===== config.mk =====
export PLATFORM = sky130hd
export DESIGN_NAME = shift_rs
export DESIGN_NICKNAME = d
export VERILOG_FILES = /design/src/rtl/shift_rs_pkg.sv /design/src/rtl/shift_rs_select.sv /design/src/rtl/shift_rs.sv
export SDC_FILE = /design/constraint.sdc
export NUM_CORES = 1
export LEC_CHECK = 0
export BUFFER_PORTS_ARGS = -buffer_cell sky130_fd_sc_hd__buf_2
export CORE_ASPECT_RATIO = 0.7
export CORE_MARGIN = 2
export CORE_UTILIZATION = 35
export CTS_BUF_LIST = sky130_fd_sc_hd__clkbuf_8
export CTS_CLUSTER_DIAMETER = 40
export DETAILED_ROUTE_END_ITERATION = 10
export SLEW_MARGIN = 30
export SYNTH_ARGS = -nofsm -noshare
export SYNTH_HDL_FRONTEND = slang
export SYNTH_SLANG_ARGS = --single-unit

===== constraint.sdc =====
create_clock -name clk -period 2.66 [get_ports clk]
set_input_delay 0.532 -clock clk [delete_from_list [all_inputs] [get_ports clk]]
set_output_delay 0.532 -clock clk [all_outputs]
set_load 0.1 [all_outputs]

===== src/rtl/shift_rs_pkg.sv =====
// shift_rs_pkg: shared constants and the reservation-station entry layout.
// The entry struct fixes the tag width at RS_TAGW.
package shift_rs_pkg;

   localparam int RS_TAGW  = 4;
   localparam int RS_DEPTH = 4;

   typedef struct packed {
      logic                    valid;
      logic [7:0]              operand;
      logic [1:0]              rdy;
      logic [1:0][RS_TAGW-1:0] tag;
      logic [1:0][7:0]         val;
      logic [7:0]              wbs;
      logic [7:0]              flags;
      logic [RS_TAGW-1:0]      robid;
   } shift_rs_entry_t;

endpackage


===== src/rtl/shift_rs_select.sv =====
// shift_rs_select: picks one issuable entry. With SHIFT_RS_OLDEST_FIRST_EN defined
// the entry with the largest age wins; otherwise the lowest index wins.
module shift_rs_select
   import shift_rs_pkg::*;
#(
   parameter int DEPTH = RS_DEPTH
) (
   input  logic [DEPTH-1:0]                      issuable,
`ifdef SHIFT_RS_OLDEST_FIRST_EN
   input  logic [DEPTH-1:0][$clog2(DEPTH)-1:0]   ages,
`endif
   output logic                                  sel_valid,
   output logic [DEPTH-1:0]                      sel_onehot,
   output logic [$clog2(DEPTH)-1:0]              sel_idx
);

   localparam int IW = $clog2(DEPTH);

`ifdef SHIFT_RS_OLDEST_FIRST_EN
   logic [IW-1:0] best_age;

   // Ages are unique among valid entries, so a strict compare never ties.
   always_comb begin
      sel_valid = 1'b0;
      sel_idx   = '0;
      best_age  = '0;
      for (int i = 0; i < DEPTH; i++) begin
         if (issuable[i] && (!sel_valid || ages[i] > best_age)) begin
            sel_valid = 1'b1;
            sel_idx   = IW'(i);
            best_age  = ages[i];
         end
      end
      sel_onehot = sel_valid ? (DEPTH'(1) << sel_idx) : '0;
   end
`else
   always_comb begin
      sel_valid = 1'b0;
      sel_idx   = '0;
      for (int i = DEPTH-1; i >= 0; i--) begin
         if (issuable[i]) begin
            sel_valid = 1'b1;
            sel_idx   = IW'(i);
         end
      end
      sel_onehot = sel_valid ? (DEPTH'(1) << sel_idx) : '0;
   end
`endif

endmodule


===== src/rtl/shift_rs.sv =====
// shift_rs: reservation station feeding the shift FU, with CDB snoop and dispatch bypass.
// Define SHIFT_RS_OLDEST_FIRST_EN for oldest-first issue instead of lowest-index.
module shift_rs
   import shift_rs_pkg::*;
#(
   parameter int DEPTH = RS_DEPTH,
   parameter int TAGW  = RS_TAGW
) (
   input  logic                        clk,
   input  logic                        rst,
   input  logic                        dispatch_valid,
   input  logic [7:0]                  dispatch_operand,
   input  logic [1:0]                  dispatch_ready,
   input  logic [1:0][TAGW-1:0]        dispatch_tags,
   input  logic [1:0][7:0]             dispatch_vals,
   input  logic [7:0]                  dispatch_wbs,
   input  logic [7:0]                  dispatch_flags,
   input  logic [TAGW-1:0]             dispatch_robid,
   output logic                        full,
   output logic [$clog2(DEPTH+1)-1:0]  occupancy,
   input  logic                        cdb_valid,
   input  logic [TAGW-1:0]             cdb_id,
   input  logic [7:0]                  cdb_val,
   input  logic                        fu_busy,
   output logic                        issue_transmit,
   output logic [7:0]                  issue_operand,
   output logic [1:0][7:0]             issue_depvals,
   output logic [7:0]                  issue_wbs,
   output logic [7:0]                  issue_flags,
   output logic [TAGW-1:0]             issue_robid
);

   localparam int IW = $clog2(DEPTH);
   localparam int OW = $clog2(DEPTH+1);

   shift_rs_entry_t   ents [DEPTH];
   shift_rs_entry_t   new_ent;
   logic [DEPTH-1:0]  valid;
   logic [DEPTH-1:0]  issuable;
   logic [DEPTH-1:0]  sel_onehot;
   logic              sel_valid;
   logic [IW-1:0]     sel_idx;
   logic [IW-1:0]     free_idx;
   logic [OW-1:0]     count;
   logic              accept;
   logic              issue_go;

   // Status is derived from registered valid bits only.
   always_comb begin
      valid    = '0;
      issuable = '0;
      count    = '0;
      free_idx = '0;
      for (int i = DEPTH-1; i >= 0; i--) begin
         valid[i]    = ents[i].valid;
         issuable[i] = ents[i].valid && (ents[i].rdy == 2'b11);
         count       = count + OW'(ents[i].valid);
         if (!ents[i].valid) free_idx = IW'(i);
      end
   end

   assign full      = &valid;
   assign occupancy = count;
   assign accept    = dispatch_valid && !full;
   assign issue_go  = sel_valid && !fu_busy;

   // Incoming entry, with same-cycle CDB capture for sources still waiting.
   always_comb begin
      new_ent.valid   = 1'b1;
      new_ent.operand = dispatch_operand;
      new_ent.wbs     = dispatch_wbs;
      new_ent.flags   = dispatch_flags;
      new_ent.robid   = dispatch_robid;
      new_ent.rdy     = dispatch_ready;
      new_ent.tag     = dispatch_tags;
      new_ent.val     = dispatch_vals;
      for (int s = 0; s < 2; s++) begin
         if (!dispatch_ready[s] && cdb_valid && dispatch_tags[s] == cdb_id) begin
            new_ent.rdy[s] = 1'b1;
            new_ent.val[s] = cdb_val;
         end
      end
   end

`ifdef SHIFT_RS_OLDEST_FIRST_EN
   logic [DEPTH-1:0][IW-1:0] ages;

   shift_rs_select #(.DEPTH(DEPTH)) u_select (
      .issuable   (issuable),
      .ages       (ages),
      .sel_valid  (sel_valid),
      .sel_onehot (sel_onehot),
      .sel_idx    (sel_idx)
   );

   // Age = number of younger valid entries; entries older than the issued one
   // step down so ages stay unique and never exceed DEPTH-1.
   always_ff @(posedge clk) begin
      if (rst) begin
         ages <= '0;
      end else begin
         for (int i = 0; i < DEPTH; i++) begin
            if (accept && free_idx == IW'(i))
               ages[i] <= '0;
            else if (ents[i].valid)
               ages[i] <= ages[i] + IW'(accept) - IW'(issue_go && (ages[i] > ages[sel_idx]));
         end
      end
   end
`else
   shift_rs_select #(.DEPTH(DEPTH)) u_select (
      .issuable   (issuable),
      .sel_valid  (sel_valid),
      .sel_onehot (sel_onehot),
      .sel_idx    (sel_idx)
   );
`endif

   // Entry storage: only the valid bits are reset.
   always_ff @(posedge clk) begin
      if (rst) begin
         for (int i = 0; i < DEPTH; i++) ents[i].valid <= 1'b0;
      end else begin
         for (int i = 0; i < DEPTH; i++) begin
            if (accept && free_idx == IW'(i)) begin
               ents[i] <= new_ent;
            end else if (ents[i].valid) begin
               for (int s = 0; s < 2; s++) begin
                  if (!ents[i].rdy[s] && cdb_valid && ents[i].tag[s] == cdb_id) begin
                     ents[i].rdy[s] <= 1'b1;
                     ents[i].val[s] <= cdb_val;
                  end
               end
            end
            if (issue_go && sel_onehot[i]) ents[i].valid <= 1'b0;
         end
      end
   end

   // Issue register stage toward the FU.
   always_ff @(posedge clk) begin
      if (rst) begin
         issue_transmit <= 1'b0;
         issue_operand  <= '0;
         issue_depvals  <= '0;
         issue_wbs      <= '0;
         issue_flags    <= '0;
         issue_robid    <= '0;
      end else begin
         issue_transmit <= issue_go;
         if (issue_go) begin
            issue_operand <= ents[sel_idx].operand;
            issue_depvals <= ents[sel_idx].val;
            issue_wbs     <= ents[sel_idx].wbs;
            issue_flags   <= ents[sel_idx].flags;
            issue_robid   <= ents[sel_idx].robid;
         end
      end
   end

endmodule


* After elaboration in Yosys (flattened, before gate mapping) *
Memory sizes are Yosys's and may differ from the RTL's. A register that Yosys moved wholly into a read port is not among the register bits.
Cells that the tools add are included.

cells by class
  add/subtract/negate cells = 3
  eq/ne operators = 17
  shifts and indexed selects = 1
  muxes and demuxes = 107
  bitwise operators = 24
  reductions and logical operators = 48

operators by type and width
  cell                                              count
  two-way mux 1 bit                                 88
  two-way mux 8 bit                                 10
  == test 4 bit                                     10
  logical AND 1 bit                                 34
  bitwise OR 1 bit                                  24
  two-way mux 2 bit                                 8
  == test 2 bit (second input constant)             6
  logical NOT 1 bit                                 12
  two-way mux 4 bit                                 1
  AND reduction 4 bit                               1
  left shift 1 x 2 -> 4 bit (first input constant)  1
  adder 2 x 1 -> 3 bit                              1
  adder 3 x 1 -> 3 bit                              1
  adder 1 x 1 -> 2 bit                              1
  == test 2 x 1 -> 1 bit (second input constant)    1
  logical NOT 2 bit                                 1

storage, ports and cells
  flip-flop bits (word level) = 1
  RAM bits = 220
  input port bits = 71
  output and inout port bits = 49
  logic and storage cells = 202
  memories kept = 1

memory list
  memory  depth  width  read ports  clocked after Yosys merged registers in  write ports  line            text
  ents    4      55     5           1                                        4            shift_rs.sv:36  shift_rs_entry_t ents [DEPTH];

* Logic depth before layout (Yosys ltp) *
Gate-level depths: netlist (run 1).
An unclocked memory read counts as a cell.

  word-level depth = 14
  depth in mapped cells = 7
  gate-level depth less buffers = 7

* Hierarchy *
A second synthesis (run 1) with hierarchy kept.

second synthesis, totals
  cell total of the unflattened synthesis = 685
  area total of the unflattened synthesis = 10,931.7 µm²

by module, submodules not included
  module           times used  cells each  area an instance (µm²)  seq. area each (µm²)
  shift_rs         1           674         10,881.7                7,507.2
  shift_rs_select  1           11          50.0                    0.0

* Worst setup path before layout (run 1) *
No wires, ideal clock.

  path type = flip-flop to output port
  from = mem ents[0][54] (netlist name)
  to = out occupancy[1]
  arrival = 2.013 ns
  data required time = 2.128 ns
  slack = 0.115 ns
  cell stages (with the launch flop) = 6
  path buffers = 0
  cells stage by stage = edfxtp_1 -> inv_1 -> fa_1 -> inv_1 -> ha_1 -> ha_1

RTL lines
  element             line            text
  start: declaration  shift_rs.sv:36
  end: declaration    shift_rs.sv:20  output logic [$clog2(DEPTH+1)-1:0] occupancy,

==> results.md, run 1 <==
- Failing checks: negative setup slack
- LEAKAGE: 4.85 nW
- Total CTS buffers: 45
- Top FF cell, synth: edfxtp_1
- Syn Area/Cell: ~15 sq um
- CTS H-tree lvls: 2
- Relative slew margins: 0.578
- Commonest non-fill, non-tap cell in the layout: edfxtp_1
- Layout cells sized above 1: 0.324
- DP Worst Slack: 67.8 ps
- Cell Pwr Density: 716 nW/um^2
- Final wirelength: 28200 um
- Clock sinks: 265
- Fin. Hold Viols: 0
- GRT overflow: 0
- Cell depth of the worst setup path: 6
- GP Congestion: 0.795
- Clock Tree Root: clkbuf_8
- ANT nets after route: 0
- CP delay by family, top: adder cells
- Commonest cells after routing, fill and taps aside: 220 x edfxtp_1, 116 x buf_2, 64 x nand2_1, 56 x mux2_2, 54 x clkbuf_8
- Core Region: 30200 sq um
- DPL Wire Length: 17900 um
- Worst-Skew Late Latency: 570 ps
- Worst setup path endpoint: occupancy[1]
- Post-synth net total: roughly 800
- Final Max Slew Viols: 0
- Fmax: 371 MHz
- DIE HEIGHT: 151 um
- Final setup viols: 1
- Area Overhead vs Synth: 20.4%
- Die area: about 32000 sq um
- Cells on worst reg2reg path: 8
- Crit path required time: 2130 ps
- Largest net degree at the start of global routing: 45
- M1 WL: 13200 um
- Setup TNS: -34.0 ps
- Min Tclk post-route: 2690 ps
- Cell Rows: 53
- Residual DRC: 0
- Worst min-delay path class: primary input to register
- Final instance area: 13000 sq um
- Reg2reg setup slack: about 90 ps
- Number of global-route vias before repair: 6974
- Mapped Area: 10800 sq um
- Initial antenna violation count: 6
- Status: finished, violations left
- EDFF count, synth: 220
- Post-synth ARST share: 0
- Vias/cell: between 5 and 6
- CP Class: register to output pin
- CP max-delay cell: fa_1
- Met2 wire len: about 12000 um
- Yosys reg bits: between 200 and 300
- Placed instance area: 12000 sq um
- CP dominant cell by count: ha_4
- Worst Setup SP: ents[2][54]
- RR Startpoint: ents[2][54]
- Startpoint Class: register
- Layout Nets: 975
- Worst ir drop on vdd: 275 uV
- Clk slew on worst S/H paths: approximately 70 ps
- Vias: roughly 7000
- Initial Utilization: 0.358
- Post-synthesis sequential area ratio: 0.695
- Crit-path max cell delay: 520 ps
- Setup ws final: -34.0 ps
- Filler Cells Inserted: 2801
- Top layer in use: met5
- Crit-path cells: inv_1, fa_1, inv_2, ha_4, ha_4, buf_12
- Critical Path AT: 2160 ps
- Worst Clk Skew: 35.4 ps
- Top Ports: 120
- Slew @ Worst Pin: 632 ps
- Clock buffer depth: 3
- IO buf count: 119
- Reg-to-Reg End: ents[2][20]
- First-pass GRT wire length: between 40000 and 50000 um
- Tcrit/Tclk final: 1.01
- DRT Pass-1 Iters: 7
- WL met3: 2370 um
- DRT iter0 DRCs: 598
- Synth unique cells: 47
- Critical Path End Type: output pin
- WL per Instance: approximately 21 um
- Unrepaired setup endpoints after global routing: yes
- Yosys warns: 0
- Max-Cap Viols: 0
- Post-Syn Instances: 743
- GRT Util Overall: 0.175
- TritonCTS clock tree: done
- Die Wd: ~210 um
- Crit path buffers/inverters: 3
- Worst-path fanout max: 2
==> power breakdown <==
group          switching, W  internal (W)
clock network       0.00166       0.00196
logic              0.000740      0.000293
registers         0.0000440       0.00462
total               0.00244       0.00687
==> what timing repair did <==
action / CTS / global route
hold buffers: 0 / 0
resized for setup: 3 / 3
setup endpoints to repair: 3 / 3
setup buffers: 3 / 2
pin swaps: 1 / 0
==> sequential cells by signal, summed over array words and instances, names as in the netlist <==
signal,cells
issue_flags,8
issue_wbs,8
issue_transmit,1
ents,220
issue_robid,4
issue_depvals,16
issue_operand,8
==> cells by family after synthesis <==
kind of cell	Yosys count	synth area share
compound gates	146	0.103
xor+xnor	34	0.0276
fa+ha+maj	5	0.00648
buf+inv	65	0.0284
flops	265	0.695
mux	64	0.0695
simple gates	164	0.0702
==> worst min path at each step <==
stage	startpoint	endpoint	depth (start not counted)
floorplan	ents[0][20]	issue_depvals[0]	2
global placement	issue_wbs[0]	issue_wbs[0]	2
detailed placement	issue_operand[5]	issue_operand[5]	2
CTS	dispatch_wbs[3]	ents[0][15]	1
global route	dispatch_wbs[3]	ents[0][15]	1
finish	dispatch_wbs[3]	ents[0][15]	1
==> routing by layer <==
layer	vias to the layer above	track usage
met5	-	0
met4	6	0.0528
met3	47	0.0464
met2	272	0.259
met1	3497	0.252
li1	3206	-
==> metrics by stage <==
step | power (W) | cells | hold WS, ps | util
4_1_cts | 0.00941 | 1346 | 133 | 0.430
3_3_place_gp | 0.00575 | 1259 | 487 | 0.399
2_1_floorplan | 0.00544 | 743 | 508 | -
3_5_place_dp | 0.00576 | 1259 | 489 | 0.399
6_report | 0.00931 | 1352 | 174 | 0.431
5_1_grt | 0.00966 | 1349 | 148 | 0.431
==> cell usage after synthesis (all sizes together) (6+ instances only) <==
cell | count | share of area
mux2 | 64 | 0.069
nand3 | 10 | 0.0051
a21oi | 44 | 0.020
buf | 16 | 0.011
edfxtp | 220 | 0.61
xor2 | 10 | 0.0081
clkbuf | 29 | 0.010
dfxtp | 45 | 0.083
xnor2 | 24 | 0.019
nor2 | 52 | 0.018
inv | 20 | 0.0072
nand2 | 71 | 0.027
a311oi | 44 | 0.036
or3 | 6 | 0.0035
o221ai | 44 | 0.036
==> layout make-up <==
| cell class | count | area, sq um | share of cell area |
|---|---|---|---|
| Antenna cell | 4 | 10.0 | 0.000770 |
| Inverter | 20 | 77.6 | 0.00596 |
| Clock buffer | 54 | 743 | 0.0571 |
| Sequential cell | 265 | 7510 | 0.577 |
| Timing Repair Buffer | 154 | 953 | 0.0733 |
| Multi-Input combinational cell | 413 | 3030 | 0.233 |
| Clock inverter | 30 | 168 | 0.0129 |
| Tap cell | 412 | 515 | 0.0396 |
==> worst register-to-register path, stage by stage, from the launching register on <==
cell and delay (ps):
edfxtp_1 420, buf_4 150, buf_4 140, ha_1 200, nand4b_1 250, o211ai_1 410, o41a_1 220, buf_4 220
mux2_4 320
Note: power is estimated with default switching activity, not from simulation.
==> inputs of run 2 (changes only) <==
SETUP_SLACK_MARGIN = 0.3   (was not set)
==> run 2 against run 1 <==
  * The run still ends with negative setup slack left
  * Critical endpoint unchanged
  * Setup slack got worse by 12 ps
  * Combinational power about the same
  * Largest power group unchanged
  * Global-route usage decreased by 0.28 points
  * Final area about the same
  * Routed wire length decreased by 1.4%
  * Maximum frequency decreased by 0.44%
  * Via count decreased by 1.7%
  * Register-to-register slack improved by 300 ps
  * Critical path type unchanged
  * Sequential power about the same
  * Sequential share of layout area about the same
  * Final cell count decreased by 0.74%
==> results.md, run 2 (synthesis results as in run 1) <==
- Clock buffer depth: 3
- Max reg flops: between 200 and 250
- Area Overhead vs Synth: 20.4%
- Commonest cells after routing, fill and taps aside: 220 x edfxtp_1, 115 x buf_2, 62 x nand2_1, 56 x mux2_2, 52 x nor2_1
- Tcrit/Tclk final: 1.02
- Cell Pwr Density: 697 nW/um^2
- Startpoint Class: register
- Worst-path fanout max: 2
- Clk slew on worst S/H paths: about 60 ps
- GRT Util Overall: 0.172
- Worst ir drop on vdd: 347 uV
- Clock Tree Root: clkbuf_8
- Total CTS buffers: 41
- Final wirelength: 27800 um
- Critical Path AT: 2170 ps
- Unrepaired setup endpoints after global routing: yes
- CP Class: register to output pin
- Core Region: 30200 sq um
- Worst min-delay path class: primary input to register
- Worst hold slack: roughly 180 ps
- DRT Pass-1 Iters: 6
- WL per Instance: roughly 21 um
- Initial Utilization: 0.358
- Cell Rows: 53
- Failing checks: negative setup slack
- Residual DRC: 0
- Final core utilization: 0.431
- Die area: 32300 sq um
- Crit-path cells: inv_2, fa_1, inv_2, ha_4, ha_4, buf_12
- Non-Filler Instances: around 1300
- GRT Max-Usage Layer: met2
- Setup ws final: -46.0 ps
- Crit path required time: 2130 ps
- Fmax: 370 MHz
- Max-Cap Viols: 0
- M2 GR Usage: 0.262
- Commonest non-fill, non-tap cell in the layout: edfxtp_1
- Largest reg by FF count: ents
- Fin. Hold Viols: 0
- Reg2reg setup slack: between 300 and 400 ps
- Die Wd: 214 um
- DIE HEIGHT: ~150 um
- LEAKAGE: 4.81 nW
- Number of global-route vias before repair: between 6000 and 7000
- Grt met3 use: 0.0404
- Top Ports: between 100 and 150
- CTS H-tree lvls: 2
- CP max-delay cell: fa_1
- Status: finished, violations left
- IO buf count: 119
- Layout Nets: just under 1000
- ANT nets after route: 0
- Worst-Skew Late Latency: approximately 570 ps
- Final Max Slew Viols: 0
- First-pass GRT wire length: between 40000 and 50000 um
- Crit-path max cell delay: 550 ps
- DRT iter0 DRCs: 474
- Slew @ Worst Pin: 641 ps
- Met1 GRT Util: 0.246
- Critical Path End Type: output pin
- Design Power: 0.00907 W
- Worst Clk Skew: 35.2 ps
- Largest net degree at the start of global routing: 45
- Largest registers: ents (220), issue_depvals (16)
- Setup TNS: -46.0 ps
- Min Tclk post-route: 2710 ps
- Initial antenna violation count: 6
- Relative slew margins: 0.573
- Clock sinks: 265
- TritonCTS clock tree: done
- Final setup viols: 1
- GP Congestion: 0.816
- Dpl cells: around 1300
- Vias/cell: 5.15
- DPL Wire Length: 17400 um
- Vias: 6910
- GRT overflow: 0
- Layout cells sized above 1: 0.332
[run 2: changes by cell type in the layout (fill, tap and decap cells not counted), moves of 5 or more]
| cell | before | now |
|---|---|---|
| clkbuf_8 | 54 | 48 |
| buf_4 | 31 | 26 |
| clkinv_2 | 2 | 7 |
| inv_1 | 31 | 26 |
[run 2: repair_timing]
item / 4_1_cts / 5_1_grt
gates resized for setup: 16 / 10
buffers inserted: 5 / 2
hold buffers: 0 / 0
setup endpoints to repair: 12 / 97
pin swaps: 3 / 6
[run 2: cell type report]
cell class	count	area, sq um
clock inverters	28	163
fillers	2760	17200
flip-flops and latches	265	7510
diodes	4	10.0
clock buffers	48	661
multi-input cells	413	3100
inverters	20	77.6
repair buffers	152	973
well taps	412	515
[run 2: stage by stage]
| step | area [sq um] | setup slack (ps) |
|---|---|---|
| floorplan | 10800 | 304 |
| detailed placement | 12000 | 81.7 |
| finish | 13000 | -46.0 |
| global route | 13000 | -139 |
| CTS | 12900 | -95.8 |
| global placement | 12000 | 113 |
[run 2: power by group]
part           internal, W  switching [W]  leakage [nW]
logic             0.000293       0.000737          1.96
clock network      0.00177        0.00161         0.472
registers          0.00462      0.0000455          2.37
total              0.00668        0.00239          4.81
[run 2: worst paths after layout]
kind	from	to	cells after the start
max reg2reg	ents[2][54]	ents[2][30]	8
min reg2reg	issue_wbs[5]	issue_wbs[5]	2
min	dispatch_robid[2]	ents[3][2]	1
max	ents[2][54]	occupancy[1]	6
[run 2: critical path, delay by kind of cell, from the launching register on]
| family | cells | cell delay (ps) |
|---|---|---|
| adder cells (fa/ha/maj) | 3 | 980 |
| buffers and inverters | 3 | 270 |
| flip-flops | 1 | 400 |
[run 2: layer usage]
metal,share of wire,up-vias
met5,0.00097,-
met4,0.019,4
met3,0.066,44
met2,0.44,224
met1,0.47,3449
li1,-,3189
==> inputs of run 3 (changes only) <==
ABC_CLOCK_PERIOD_IN_PS = 2660   (was not set)
CTS_CLUSTER_SIZE = 25   (was not set)
PLACE_DENSITY = 0.59   (was not set)
==> run 3 against run 2 <==
  * The run still ends with negative setup slack left
  * Sequential power about the same
  * Routed wire length up 3.8%
  * Die area unchanged
  * First-iteration DRC count up 23%
  * Non-clock buffer count up 10
  * Combinational power about the same
  * Sequential share of layout area down 0.56 points
  * Core utilization up 0.42 points
  * Critical endpoint unchanged
  * Largest cell class unchanged
  * Highest routed layer unchanged
==> results.md, run 3 (synthesis results as in run 1) <==
- Commonest non-fill, non-tap cell in the layout: edfxtp_1
- Reg-to-Reg End: ents[2][20]
- Layout Nets: between 900 and 1000
- CP max-delay cell: fa_1
- Cell Pwr Density: between 600 and 700 nW/um^2
- Status: finished, violations left
- Worst min-delay path class: primary input to register
- Final core utilization: 0.435
- Crit-path cells: inv_2, fa_1, inv_2, ha_4, ha_4, buf_12
- Worst-path fanout max: 2
- Non-Filler Instances: between 1000 and 1500
- Critical Path End Type: output pin
- Setup ws final: -99.5 ps
- Max-Cap Viols: 0
- ANT nets after route: 0
- Max reg flops: between 200 and 250
- Vias/cell: ~5.2
- First-pass GRT wire length: between 40000 and 50000 um
- Final wirelength: 28900 um
- LEAKAGE: 4.82 nW
- DRT iter0 DRCs: 583
- Logic pwr share: 0.117
- Worst Clk Skew: ~47 ps
- Crit-path max cell delay: 520 ps
- Cell-internal power: between 0.006 and 0.007 W
- Filler Cells Inserted: 2737
- TritonCTS clock tree: done
- Number of global-route vias before repair: around 6900
- Unrepaired setup endpoints after global routing: yes
- Dpl cells: 1260
- GP Congestion: 0.820
- Clk slew on worst S/H paths: 90 ps
- Crit path required time: 2130 ps
- Startpoint Class: register
- IO buf count: 119
- CP Class: register to output pin
- Clock buffer depth: 3
- Sw Share: 0.264
- CTS H-tree lvls: 1
- Tcrit/Tclk final: 1.04
- Residual DRC: 0
- DP Worst Slack: 78.9 ps
- Largest net degree at the start of global routing: 37
- Design Power: 0.00907 W
- Vias: just under 7000
- GRT Util Overall: 0.176
- Largest registers: ents (220), issue_depvals (16)
- Largest reg by FF count: ents
- Area Overhead vs Synth: 21.5%
- DPL Wire Length: 17800 um
- Clock share of power: 0.370
- Die Wd: 214 um
- Cells on worst reg2reg path: 9
- Switching power: 0.00240 W
- Worst Setup SP: ents[3][54]
- Final Max Slew Viols: 0
- Initial antenna violation count: 4
- Cell Rows: 53
- Fmax: around 360 MHz
- Fin. Hold Viols: 0
- GRT overflow: 0
- Die area: 32300 sq um
- Slew @ Worst Pin: 637 ps
- Worst setup path endpoint: occupancy[1]
- Sequential share of power: 0.513
- RR Startpoint: ents[2][54]
- Clock Tree Root: clkbuf_8
- Reg2reg setup slack: approximately 180 ps
- Commonest cells after routing, fill and taps aside: 220 x edfxtp_1, 115 x buf_2, 63 x nand2_1, 52 x nor2_1, 45 x dfxtp_1
- Core Region: between 30000 and 40000 sq um
- Final setup viols: 1
- Failing checks: negative setup slack
- Top Ports: 120
- Relative slew margins: 0.575
- Total CTS buffers: 31
- DIE HEIGHT: 151 um
- Min Tclk post-route: 2760 ps
- Hold Buf Count CTS: 0
- Clock sinks: 265
- DRT Pass-1 Iters: 5
- Worst ir drop on vdd: 505 uV
- Worst hold slack: 123 ps
- Layout cells sized above 1: 0.337
- Worst-Skew Late Latency: 620 ps
- Initial Utilization: 0.358
- WL per Instance: 21.7 um
- Critical Path AT: 2230 ps
## run 3: power groups by stage
stage | combinational (W) | clock [W] | sequential, W
after CTS | 0.00104 | 0.00343 | 0.00466
after global placement | 0.00100 | 0 | 0.00475
after global routing | 0.00112 | 0.00360 | 0.00467
after detailed placement | 0.00101 | 0 | 0.00475
final | 0.00106 | 0.00336 | 0.00466
after floorplan | 0.000405 | 0 | 0.00504
## run 3: how the worst min path moves through the flow
stage                    start               end  slack (ps)  cells after the start
6_report       dispatch_wbs[0]       ents[0][12]         120                      1
3_5_place_dp    issue_robid[1]    issue_robid[1]         490                      2
5_1_grt        dispatch_wbs[0]       ents[1][12]          90                      1
4_1_cts        dispatch_wbs[1]       ents[1][13]          90                      1
3_3_place_gp      issue_wbs[2]      issue_wbs[2]         480                      2
2_1_floorplan      ents[0][20]  issue_depvals[0]         510                      2
## run 3: repair_timing
item                       CTS  global route
gates cloned                 0             2
resized for setup           19            29
pin swaps                    4             9
setup buffers                6             4
setup endpoints to repair    5            34
## run 3: worst max-delay path, delay by kind of cell (launching register included)
kind	cells	cell delay (ps)
fa+ha+maj	3	950
flops	1	400
buf+inv	3	290
## run 3: per-stage QoR
step           TNS, ps  cell area (sq um)
5_1_grt           -239              13100
3_3_place_gp         0              12000
3_5_place_dp         0              12000
4_1_cts           -146              12900
2_1_floorplan        0              10800
6_report         -99.5              13100
## run 3: per-layer routing
layer | wire length (um) | up-vias | GRT usage
met2 | 12900 | 193 | 0.273
met3 | 1760 | 39 | 0.0357
met4 | 461 | 2 | 0.0322
met1 | 13800 | 3523 | 0.259
li1 | - | 3190 | -
met5 | 12 | - | 0
## run 3: area by class of cell
cell class	count	area [sq um]	area share
tap	412	515	0.0392
clock inverter	26	310	0.0236
clock buffer	32	440	0.0335
antenna	3	7.51	0.000572
sequential	265	7510	0.572
timing repair buffer	162	1090	0.0833
multi-input combinational	413	3180	0.242
inverter	20	81.3	0.00619
